## src/rtl/vga_timing_gen.sv

```systemverilog
// -----------------------------------------------------------------------------
// vga_timing_gen
//   VGA raster timing generator for the clk_50 domain. A clock-enable divider
//   produces one pix_ce every CLK_DIV cycles. Each pix_ce advances the pixel
//   position (x, y) through the raster in line order active / front porch /
//   sync / back porch. Sync, display enable and the line/frame strobes are
//   registered on the same edge as x and y, so all outputs are mutually aligned.
//
// Ports
//   clk_50       in   system clock, the only clock
//   reset_n      in   asynchronous active-low reset
//   enable       in   1 = run, 0 = freeze divider and counters
//   pix_ce       out  one-cycle pixel clock enable
//   hsync/vsync  out  sync outputs, asserted level set by HSYNC_POL/VSYNC_POL
//   disp_en      out  1 while (x, y) lies in the visible area
//   x, y         out  current pixel column / line
//   line_start   out  one-cycle strobe, x just became 0
//   frame_start  out  one-cycle strobe, x and y just became 0
//   pre_x/pre_y  out  coordinates the next pix_ce will present
//   pre_valid    out  the next pixel is visible
//
// Configuration macro
//   VGA_TIMING_PREFETCH_EN  adds pre_x, pre_y and pre_valid. They give the
//                           frame-buffer reader a full pixel period of latency.
// -----------------------------------------------------------------------------
module vga_timing_gen #(
   parameter int CLK_DIV   = 2,
   parameter int H_ACTIVE  = 640,
   parameter int H_FP      = 16,
   parameter int H_SYNC    = 96,
   parameter int H_BP      = 48,
   parameter int V_ACTIVE  = 480,
   parameter int V_FP      = 10,
   parameter int V_SYNC    = 2,
   parameter int V_BP      = 33,
   parameter bit HSYNC_POL = 1'b0,
   parameter bit VSYNC_POL = 1'b0,
   parameter int CNT_W     = 10
) (
   input  logic             clk_50,
   input  logic             reset_n,
   input  logic             enable,
   output logic             pix_ce,
   output logic             hsync,
   output logic             vsync,
   output logic             disp_en,
   output logic [CNT_W-1:0] x,
   output logic [CNT_W-1:0] y,
   output logic             line_start,
   output logic             frame_start
`ifdef VGA_TIMING_PREFETCH_EN
   ,
   output logic [CNT_W-1:0] pre_x,
   output logic [CNT_W-1:0] pre_y,
   output logic             pre_valid
`endif
);

   localparam int H_TOTAL  = H_ACTIVE + H_FP + H_SYNC + H_BP;
   localparam int V_TOTAL  = V_ACTIVE + V_FP + V_SYNC + V_BP;
   localparam int HS_START = H_ACTIVE + H_FP;
   localparam int HS_END   = HS_START + H_SYNC;
   localparam int VS_START = V_ACTIVE + V_FP;
   localparam int VS_END   = VS_START + V_SYNC;
   localparam int DIV_W    = (CLK_DIV > 1) ? $clog2(CLK_DIV) : 1;

   if (H_TOTAL > 2**CNT_W || V_TOTAL > 2**CNT_W) begin : g_cnt_w_too_small
      $error("vga_timing_gen: CNT_W too narrow for H_TOTAL/V_TOTAL");
   end
   if (CLK_DIV < 1) begin : g_bad_clk_div
      $error("vga_timing_gen: CLK_DIV must be at least 1");
   end

   typedef struct packed {
      logic [CNT_W-1:0] x;
      logic [CNT_W-1:0] y;
   } pos_t;

   // Raster position that follows p, wrapping at line and frame ends.
   function automatic pos_t advance(input pos_t p);
      pos_t n;
      n = p;
      if (int'(p.x) == H_TOTAL - 1) begin
         n.x = '0;
         n.y = (int'(p.y) == V_TOTAL - 1) ? '0 : p.y + 1'b1;
      end else begin
         n.x = p.x + 1'b1;
      end
      return n;
   endfunction

   function automatic logic hs_active(input pos_t p);
      return (int'(p.x) >= HS_START) && (int'(p.x) < HS_END);
   endfunction

   function automatic logic vs_active(input pos_t p);
      return (int'(p.y) >= VS_START) && (int'(p.y) < VS_END);
   endfunction

   function automatic logic visible(input pos_t p);
      return (int'(p.x) < H_ACTIVE) && (int'(p.y) < V_ACTIVE);
   endfunction

   logic [DIV_W-1:0] div_cnt;
   logic             step;
   pos_t             cur;
   pos_t             nxt;

   assign cur  = '{x: x, y: y};
   assign nxt  = advance(cur);
   // The pixel advances on the same edge that raises pix_ce, so every output
   // below is registered together and carries no relative skew.
   assign step = enable && (div_cnt == DIV_W'(CLK_DIV - 1));

   // NOTE: state registers use non-blocking assignments so every register
   // samples the pre-edge values of the others, whatever the statement order.
   always_ff @(posedge clk_50 or negedge reset_n) begin
      if (!reset_n) begin
         div_cnt     <= '0;
         pix_ce      <= 1'b0;
         x           <= CNT_W'(H_TOTAL - 1);
         y           <= CNT_W'(V_TOTAL - 1);
         hsync       <= ~HSYNC_POL;
         vsync       <= ~VSYNC_POL;
         disp_en     <= 1'b0;
         line_start  <= 1'b0;
         frame_start <= 1'b0;
      end else begin
         pix_ce      <= step;
         line_start  <= 1'b0;
         frame_start <= 1'b0;
         if (step) begin
            div_cnt     <= '0;
            x           <= nxt.x;
            y           <= nxt.y;
            hsync       <= hs_active(nxt) ? HSYNC_POL : ~HSYNC_POL;
            vsync       <= vs_active(nxt) ? VSYNC_POL : ~VSYNC_POL;
            disp_en     <= visible(nxt);
            line_start  <= (nxt.x == '0);
            frame_start <= (nxt.x == '0) && (nxt.y == '0);
         end else if (enable) begin
            div_cnt <= div_cnt + 1'b1;
         end
      end
   end

`ifdef VGA_TIMING_PREFETCH_EN
   // pre_* always hold the position one step ahead of x/y; after reset that is
   // (0,0) because x/y start on the last pixel of the frame.
   pos_t pre_nxt;
   assign pre_nxt = advance(nxt);

   always_ff @(posedge clk_50 or negedge reset_n) begin
      if (!reset_n) begin
         pre_x     <= '0;
         pre_y     <= '0;
         pre_valid <= 1'b1;
      end else if (step) begin
         pre_x     <= pre_nxt.x;
         pre_y     <= pre_nxt.y;
         pre_valid <= visible(pre_nxt);
      end
   end
`endif

endmodule

```

## config.mk

```make
export PLATFORM = sky130hd
export DESIGN_NAME = vga_timing_gen
export DESIGN_NICKNAME = d
export VERILOG_FILES = /design/src/rtl/vga_timing_gen.sv
export SDC_FILE = /design/constraint.sdc
export NUM_CORES = 1
export LEC_CHECK = 0
export BUFFER_PORTS_ARGS = -buffer_cell sky130_fd_sc_hd__buf_4
export CORE_ASPECT_RATIO = 0.9
export CORE_UTILIZATION = 56
export CTS_CLUSTER_DIAMETER = 150
export CTS_CLUSTER_SIZE = 12
export DETAILED_ROUTE_END_ITERATION = 12
export PLACE_DENSITY = 0.79
export SYNTH_ARGS = -nofsm -noshare
export SYNTH_HDL_FRONTEND = slang
export SYNTH_SLANG_ARGS = --single-unit
```

## constraint.sdc

```tcl
create_clock -name clk_50 -period 3.5 [get_ports clk_50]
set_clock_uncertainty 0.15 [all_clocks]
set_input_delay 0.175 -clock clk_50 [delete_from_list [all_inputs] [get_ports clk_50]]
set_output_delay 0.175 -clock clk_50 [all_outputs]
set_load 0.005 [all_outputs]
```

==> results of run 1 <==
-- metal layers --
| metal | global-route usage [%] | vias to the layer above |
|---|---|---|
| met3 | 4.88 | 6 |
| met4 | 4.76 | 0 |
| li1 | - | 765 |
| met2 | 35.9 | 83 |
| met5 | 0 | - |
| met1 | 40.9 | 764 |
-- cell usage in the layout (no fill, tap or decap), types with 2 or more instances in the layout --
master	n
o211ai_1	3
o21ai_0	18
nor3_1	6
nand3_1	15
dfstp_2	12
nand4_1	6
xnor2_1	14
buf_4	29
nor4_1	2
and3_1	2
a21oi_1	10
dfrtp_1	15
clkbuf_4	3
ha_1	4
or3_1	3
xor2_1	5
dlygate4sd3_1	2
inv_1	6
nor2_1	10
a21o_1	2
nand2_1	33
-- logic make-up after synthesis --
group                    Yosys count  share of synthesized area, %
AND/OR/NAND/NOR                   88                          25.8
adder cells (fa/ha/maj)            4                          2.78
flip-flops                        27                          38.4
buffers and inverters             21                          7.99
XOR/XNOR                          19                          9.24
AO/OA/AOI/OAI                     45                          15.8
-- power breakdown --
group	total (mW)	internal, mW	switching (mW)
clock network	0.141	0.0438	0.0976
registers	0.472	0.388	0.0846
logic	0.242	0.118	0.124
total	0.856	0.549	0.306
-- Yosys cell counts, types with 2 or more instances --
library cell   n
clkbuf_1       2
buf_6          4
or3_1          3
nand2_1       33
o211ai_1       3
ha_1           4
nor3_1         6
dfstp_2       12
xnor2_1       14
o21ai_0       18
xor2_1         5
nor2_1        10
buf_2          3
a21oi_1       10
nand4_1        6
nor4_1         2
nand3_1       15
clkbuf_8       2
a21o_1         2
and3_1         2
dfrtp_1       15
inv_1          6
-- area by class of cell --
class                           count  share of cell area [%]
Inverter                            7                    1.31
Multi-Input combinational cell    156                    48.2
Sequential cell                    27                    34.5
Tap cell                           42                    2.62
Timing Repair Buffer               31                    11.9
Clock inverter                      1                   0.375
Clock buffer                        3                    1.12
-- flip-flops by register name, summed over array words and instances (netlist names) --
name,flops
vsync,1
x,10
y,10
disp_en,1
frame_start,1
line_start,1
pix_ce,1
div_cnt,1
hsync,1
-- worst paths after layout --
kind / startpoint / endpoint / cells past startpoint
max reg2reg: x[0]$_DFFE_PN1P_ / vsync$_DFFE_PN1P_ / 7
max: x[0]$_DFFE_PN1P_ / vsync$_DFFE_PN1P_ / 7
max in group asynchronous: reset_n / x[0]$_DFFE_PN1P_ / 2
min: reset_n / y[0]$_DFFE_PN0P_ / 2
min in group clk_50: div_cnt$_DFFE_PN0P_ / div_cnt$_DFFE_PN0P_ / 1
min reg2reg: div_cnt$_DFFE_PN0P_ / div_cnt$_DFFE_PN0P_ / 1
-- what timing repair did --
item	CTS	global route
hold buffers	2	0
gates resized for setup	0	0
setup endpoints to repair	0	0
buffers inserted	0	0
endpoints found under the hold margin	28	0
-- stage by stage --
step           cells  hold WS, ns  utilization [%]  setup WS (ns)  area (µm²)
4_1_cts          267        0.113             65.3          0.502        2000
3_3_place_gp     261      -0.0508             63.7          0.613        1950
3_5_place_dp     261      -0.0412             63.7          0.514        1950
6_report         267        0.112             65.3          0.478        2000
5_1_grt          267        0.155             65.3          0.364        2000
2_1_floorplan    204       -0.271                -          0.808        1800
==> summary.txt, run 1 <==
Status
  – Status: finished clean

Detailed routing
  – WL met2: 1810 µm
  – Vias: 1,618
  – DRT iter0 DRCs: 117
  – DRC: 0
  – Metal3 WL: 315 µm
  – Via/cell ratio: 6.06
  – Routed met1 length: 1990 µm
  – DR WL/cell: 15.5 µm
  – Max Used Layer: met4
  – DRT antenna net count: 0
  – Pre-antenna DRT Iters: 5
  – Detailed Route WL: 4140 µm

Timing
  – Setup TNS: 0 ns
  – Max frequency: 331 MHz
  – Pins Over Slew Limit: 0
  – Tmin final: 3.02 ns
  – Worst slew pin tran: 0.514 ns
  – Normalized max-slew margin: 65.5%
  – RSZ-0062 raised after global routing: no
  – Final setup viols: 0
  – Final worst path period share: 86.3%
  – Hold Fails Final Rpt: 0

Synthesis
  – Yosys top cell area share: 20.8%
  – EDFF count, synth: 0
  – Mapped Area: 1800 µm²
  – Yosys warns: 0
  – Synth area leader: dfrtp_1
  – Flops & latches, synth: 27
  – Top area cells in the synthesized netlist: dfrtp_1, dfstp_2, nand2_1
  – Library cells used by synthesis: 49
  – Mean Syn Cell Area: 8.83 µm²
  – Syn nets: 211
  – Synthesized instance count: 204
  – Seq/Total Area, Yosys: 38.4%
  – Primary FF master, synth: dfrtp_1
  – FFs w/ async S/R, synth: 100%

Layout
  – Synth-to-layout area growth: 11.3%
  – Layout cells sized above 1: 23.1%
  – Layout fillers: 281
  – Area occupied by multi-input gates: 966 µm²
  – Antenna Cells: 0
  – Final net count: 233
  – Sequential cell area: 691 µm²

Clock network
  – CTS tree: done
  – Clk sinks: 27
  – H-Tree Level Count: 1
  – Inserted Clock Buffers: 3
  – Clock transition at path regs: 0.15 ns
  – Clock Root Buffer: clkbuf_4
  – Worst skew pair latency: 0.34 ns
  – Buffer depth of the longest clock path: 2

Placed design
  – HPWL Detailed: 2970 µm
  – Gpl congestion: 0.935
  – PortBufs: 28

Critical path
  – Reg2Reg Setup Slack: 0.48 ns
  – Kind of critical path: reg -> reg
  – Crit-path cells: ha_1 -> and4_1 -> and3_1 -> nand2_1 -> xor2_1 -> or4b_4 -> o32a_1
  – Critical-path maximum fanout: 10
  – Slowest cell on the critical path: dfstp_2
  – Worst setup SP type: flop
  – CP Capture Type: flop
  – Crit path required time: 3.64 ns
  – Buffers plus inverters on the worst setup path: 0
  – CP delay by family, top: simple AND/OR/NAND/NOR gates
  – CP max stage delay: 0.62 ns
  – Worst Path Arrival: 3.16 ns

Power and ir drop
  – Pwr Total: 0.856 mW
  – Pwr dens: 427 nW/µm²
  – Leakage: 0.807 nW
  – Max IR drop VDD: 0.306 mV

Job
  – Max-Cap Viols: 0

Floorplanning
  – Die area: 3450 µm²
  – Top Ports: 29
  – Core ar.: 3070 µm²
  – Number of cell rows: 19
  – Die height: 55.8 µm
  – Initial core utilization: 58.7%
  – Die X: 61.8 µm

Global route
  – Vias in the first global route: 1,407
  – Pin count of the biggest net entering global routing: 28
  – Congestion Overflow GR: 0
  – Antenna violations before repair: 0
  – Total GRT Usage: 25.7%
  – First-pass GRT wire length: 6640 µm

Min path
  – Hold Crit Class: in -> async
(Power assumes the default switching activity.)
==> run 2, diff against run 1 <==
--- a/config.mk
+++ b/config.mk
@@ -5,12 +5,14 @@
 export SDC_FILE = /design/constraint.sdc
 export NUM_CORES = 1
 export LEC_CHECK = 0
+export ABC_AREA = 1
 export BUFFER_PORTS_ARGS = -buffer_cell sky130_fd_sc_hd__buf_4
 export CORE_ASPECT_RATIO = 0.9
 export CORE_UTILIZATION = 56
 export CTS_CLUSTER_DIAMETER = 150
 export CTS_CLUSTER_SIZE = 12
 export DETAILED_ROUTE_END_ITERATION = 12
+export GPL_TIMING_DRIVEN = 0
 export PLACE_DENSITY = 0.79
 export SYNTH_ARGS = -nofsm -noshare
 export SYNTH_HDL_FRONTEND = slang
==> summary.txt, run 2 <==
Layout
  – Post-layout util: 69.0% (was 65.3%)
  – Final net count: 308 (was 233)
  – Biggest regs: x: 10 flops, y: 10 flops (unchanged)
  – Synth-to-layout area growth: 17.2% (was 11.3%)
  – Antenna Cells: 0 (unchanged)
  – Layout cells sized above 1: 18.3% (was 23.1%)
  – Commonest non-fill, non-tap cells in the layout: nand2_1, nor2_1, inv_1, buf_4, o21ai_0 (was nand2_1, buf_4, o21ai_0, nand3_1, dfrtp_1)
  – Commonest non-fill, non-tap cell in the layout: nand2_1 (unchanged)
  – Final instance area: 2120 µm² (was 2000 µm²)

Synthesis
  – Yosys warns: 0 (unchanged)
  – Mapped Area: 1810 µm² (was 1800 µm²)
  – FFs w/ async S/R, synth: 100% (unchanged)
  – Syn nets: 273 (was 211)
  – Primary FF master, synth: dfrtp_1 (unchanged)
  – EDFF count, synth: 0 (unchanged)
  – Synth area leader: dfrtp_1 (unchanged)
  – Library cells used by synthesis: 28 (was 49)
  – Most common cell in the netlist: nand2_1 (unchanged)
  – Flops & latches, synth: 27 (unchanged)
  – Synth top cells by count: nand2_1, nor2_1, inv_1 (was nand2_1, o21ai_0, dfrtp_1, nand3_1, xnor2_1)
  – Seq/Total Area, Yosys: 38.2% (was 38.4%)
  – Yosys top cell area share: 20.8% (about the same)
  – Mean Syn Cell Area: 6.79 µm² (was 8.83 µm²)
  – Top area cells in the synthesized netlist: dfrtp_1, nand2_1, dfstp_2 (was dfrtp_1, dfstp_2, nand2_1)
  – Synthesized instance count: 266 (was 204)

Timing
  – Final setup viols: 0 (unchanged)
  – Tmin final: 2.27 ns (was 3.02 ns)
  – Worst slew pin tran: 0.494 ns (was 0.514 ns)
  – Final worst path period share: 65.0% (was 86.3%)
  – Hold WS: 0.133 ns (was 0.112 ns)
  – Normalized max-slew margin: 67.1% (was 65.5%)
  – RSZ-0062 raised after global routing: no (unchanged)
  – Max frequency: 440 MHz (was 331 MHz)
  – Pins Over Slew Limit: 0 (unchanged)
  – Hold Fails Final Rpt: 0 (unchanged)
  – Setup TNS: 0 ns (unchanged)

Critical path
  – CP delay by family, top: simple AND/OR/NAND/NOR gates (unchanged)
  – CP Capture Type: flop (unchanged)
  – CP max stage delay: 0.60 ns (was 0.62 ns)
  – Reg2Reg Setup Slack: 1.23 ns (was 0.48 ns)
  – Worst flop-to-flop path startpoint: x[0]$_DFFE_PN1P_ (unchanged)
  – Buffers plus inverters on the worst setup path: 1 (was 0)
  – Worst setup SP type: flop (unchanged)
  – Critical-path maximum fanout: 10 (unchanged)
  – Kind of critical path: reg -> reg (unchanged)
  – Crit path required time: 3.61 ns (was 3.64 ns)
  – Crit Reg-Reg Endpoint: vsync$_DFFE_PN1P_ (unchanged)
  – Worst Path Arrival: 2.39 ns (was 3.16 ns)
  – Crit-path cells: ha_1 -> nand4_4 -> nor2_4 -> buf_6 -> nand3_2 -> nand2_1 -> nand2_1 -> nor2_1 -> nand2_1 -> nor2_1 -> nor2_1 (was ha_1 -> and4_1 -> and3_1 -> nand2_1 -> xor2_1 -> or4b_4 -> o32a_1)
  – Slowest cell on the critical path: dfstp_2 (unchanged)
  – Reg2Reg Depth: 11 (was 7)

Job
  – Max-Cap Viols: 0 (unchanged)

Power and ir drop
  – Max IR drop VDD: 0.291 mV (was 0.306 mV)
  – Clock share of power: 15.0% (was 16.5%)
  – Net Sw Frac: 37.3% (was 35.8%)
  – Power Internal: 0.548 mW (was 0.549 mW)
  – Logic pwr share: 34.4% (was 28.3%)
  – Leakage: 1.12 nW (was 0.807 nW)
  – NetSw: 0.326 mW (was 0.306 mW)
  – Pwr dens: 413 nW/µm² (was 427 nW/µm²)
  – Flop pwr share: 50.7% (was 55.2%)

Placed design
  – Placed inst area: 2070 µm² (was 1950 µm²)
  – HPWL Detailed: 3040 µm (was 2970 µm)
  – Gpl congestion: 0.920 (was 0.935)
  – PortBufs: 28 (unchanged)

Global route
  – M2 GR Usage: 37.8% (was 35.9%)
  – Pin count of the biggest net entering global routing: 28 (unchanged)
  – Antenna violations before repair: 0 (unchanged)
  – Routing usage on met1: 41.9% (was 40.9%)
  – Vias in the first global route: 1,502 (was 1,407)
  – Met3 usage: 5.12% (was 4.88%)
  – Congestion Overflow GR: 0 (unchanged)
  – Total GRT Usage: 26.4% (was 25.7%)
  – First-pass GRT wire length: 6840 µm (was 6640 µm)
  – GR peak layer: met1 (unchanged)

Floorplanning
  – Number of cell rows: 19 (unchanged)
  – Die area: 3460 µm² (was 3450 µm²)
  – Die height: 55.9 µm (was 55.8 µm)
  – Top Ports: 29 (unchanged)
  – Core ar.: 3070 µm² (unchanged)
  – Initial core utilization: 58.9% (was 58.7%)
  – Die X: 61.9 µm (was 61.8 µm)

Clock network
  – H-Tree Level Count: 1 (unchanged)
  – Clock Root Buffer: clkbuf_4 (unchanged)
  – Clock transition at path regs: 0.14 ns (was 0.15 ns)
  – Clk sinks: 27 (unchanged)
  – Worst skew pair latency: 0.32 ns (was 0.34 ns)
  – Buffer depth of the longest clock path: 2 (unchanged)
  – Inserted Clock Buffers: 3 (unchanged)
  – CTS tree: done (unchanged)

Min path
  – Hold Crit Class: in -> async (unchanged)

Detailed routing
  – Pre-antenna DRT Iters: 4 (was 5)
  – DRC: 0 (unchanged)
  – Detailed Route WL: 4070 µm (was 4140 µm)
  – DRT antenna net count: 0 (unchanged)
  – DRT iter0 DRCs: 122 (was 117)
  – Vias: 1,746 (was 1,618)
  – Via/cell ratio: 5.11 (was 6.06)
  – DR WL/cell: 11.9 µm (was 15.5 µm)

Status
  – Status: finished clean (unchanged)
run 2: cell count changes in the layout (fill, tap and decap cells not counted), sizes merged, moves of 3 or more:
cell / before / now
xor2: 5 / 1
o21ai: 18 / 22
inv: 6 / 33
a21oi: 10 / 4
nand2: 34 / 94
nor3: 7 / 3
clkbuf: 3 / 8
nand3: 15 / 21
o21bai: 0 / 3
or3: 3 / 0
nor2: 10 / 36
xnor2: 14 / 1
nor4: 3 / 0
run 2: layout make-up:
class	instances	area, µm²
multi-input cells	198	943
plain buffers	7	45.0
repair buffers	30	230
fillers	263	950
clock buffers	3	22.5
inverters	34	128
flip-flops and latches	27	691
clock inverters	1	5.00
well taps	42	52.6
run 2: worst register-to-register path, delay by kind of cell (launching register included):
kind,cells,cell delay (ns)
buf+inv,1,0.18
simple gates,9,1.01
flops,1,0.60
fa+ha+maj,1,0.26
run 2: worst max-delay path by stage:
stage	slack, ns	end	from	cells after the start
finish	1.23	vsync$_DFFE_PN1P_	x[0]$_DFFE_PN1P_	11
CTS	1.23	vsync$_DFFE_PN1P_	x[0]$_DFFE_PN1P_	11
detailed placement	1.27	vsync$_DFFE_PN1P_	x[0]$_DFFE_PN1P_	11
floorplan	1.54	disp_en$_DFFE_PN0P_	x[0]$_DFFE_PN1P_	11
global route	1.06	frame_start$_DFF_PN0_	x[1]$_DFFE_PN1P_	9
global placement	1.30	vsync$_DFFE_PN1P_	x[0]$_DFFE_PN1P_	11
run 2: cell families after synthesis:
logic type	count (synthesis)	share of synthesized area [%]
fa+ha+maj	4	2.77
xor+xnor	2	0.970
flops	27	38.2
simple gates	162	39.4
buf+inv	41	9.56
compound gates	30	9.07
run 2: repair_timing:
item,4_1_cts,5_1_grt
endpoints found under the hold margin,28,0
buffers inserted,0,0
hold buffers,2,0
resized for setup,0,0
run 2: metal layers:
metal  share of wire [%]  up-vias
met1                  47      768
met2                  44       65
met4                0.44        0
met5                   0        -
met3                 8.2        2
li1                    -      911
run 2: through the flow:
stage / cells / worst slack (ns) / power (mW)
after CTS: 342 / 1.23 / 0.878
after floorplan: 266 / 1.54 / 0.623
after detailed placement: 336 / 1.27 / 0.742
final: 342 / 1.23 / 0.875
after global routing: 342 / 1.06 / 0.947
after global placement: 336 / 1.30 / 0.736
run 2: power by group through the flow:
stage	clock network, mW	registers, mW	logic, mW
after floorplan	0	0.440	0.183
after global placement	0	0.446	0.290
after detailed placement	0	0.447	0.295
after CTS	0.138	0.441	0.298
after global routing	0.153	0.451	0.343
final	0.131	0.443	0.300
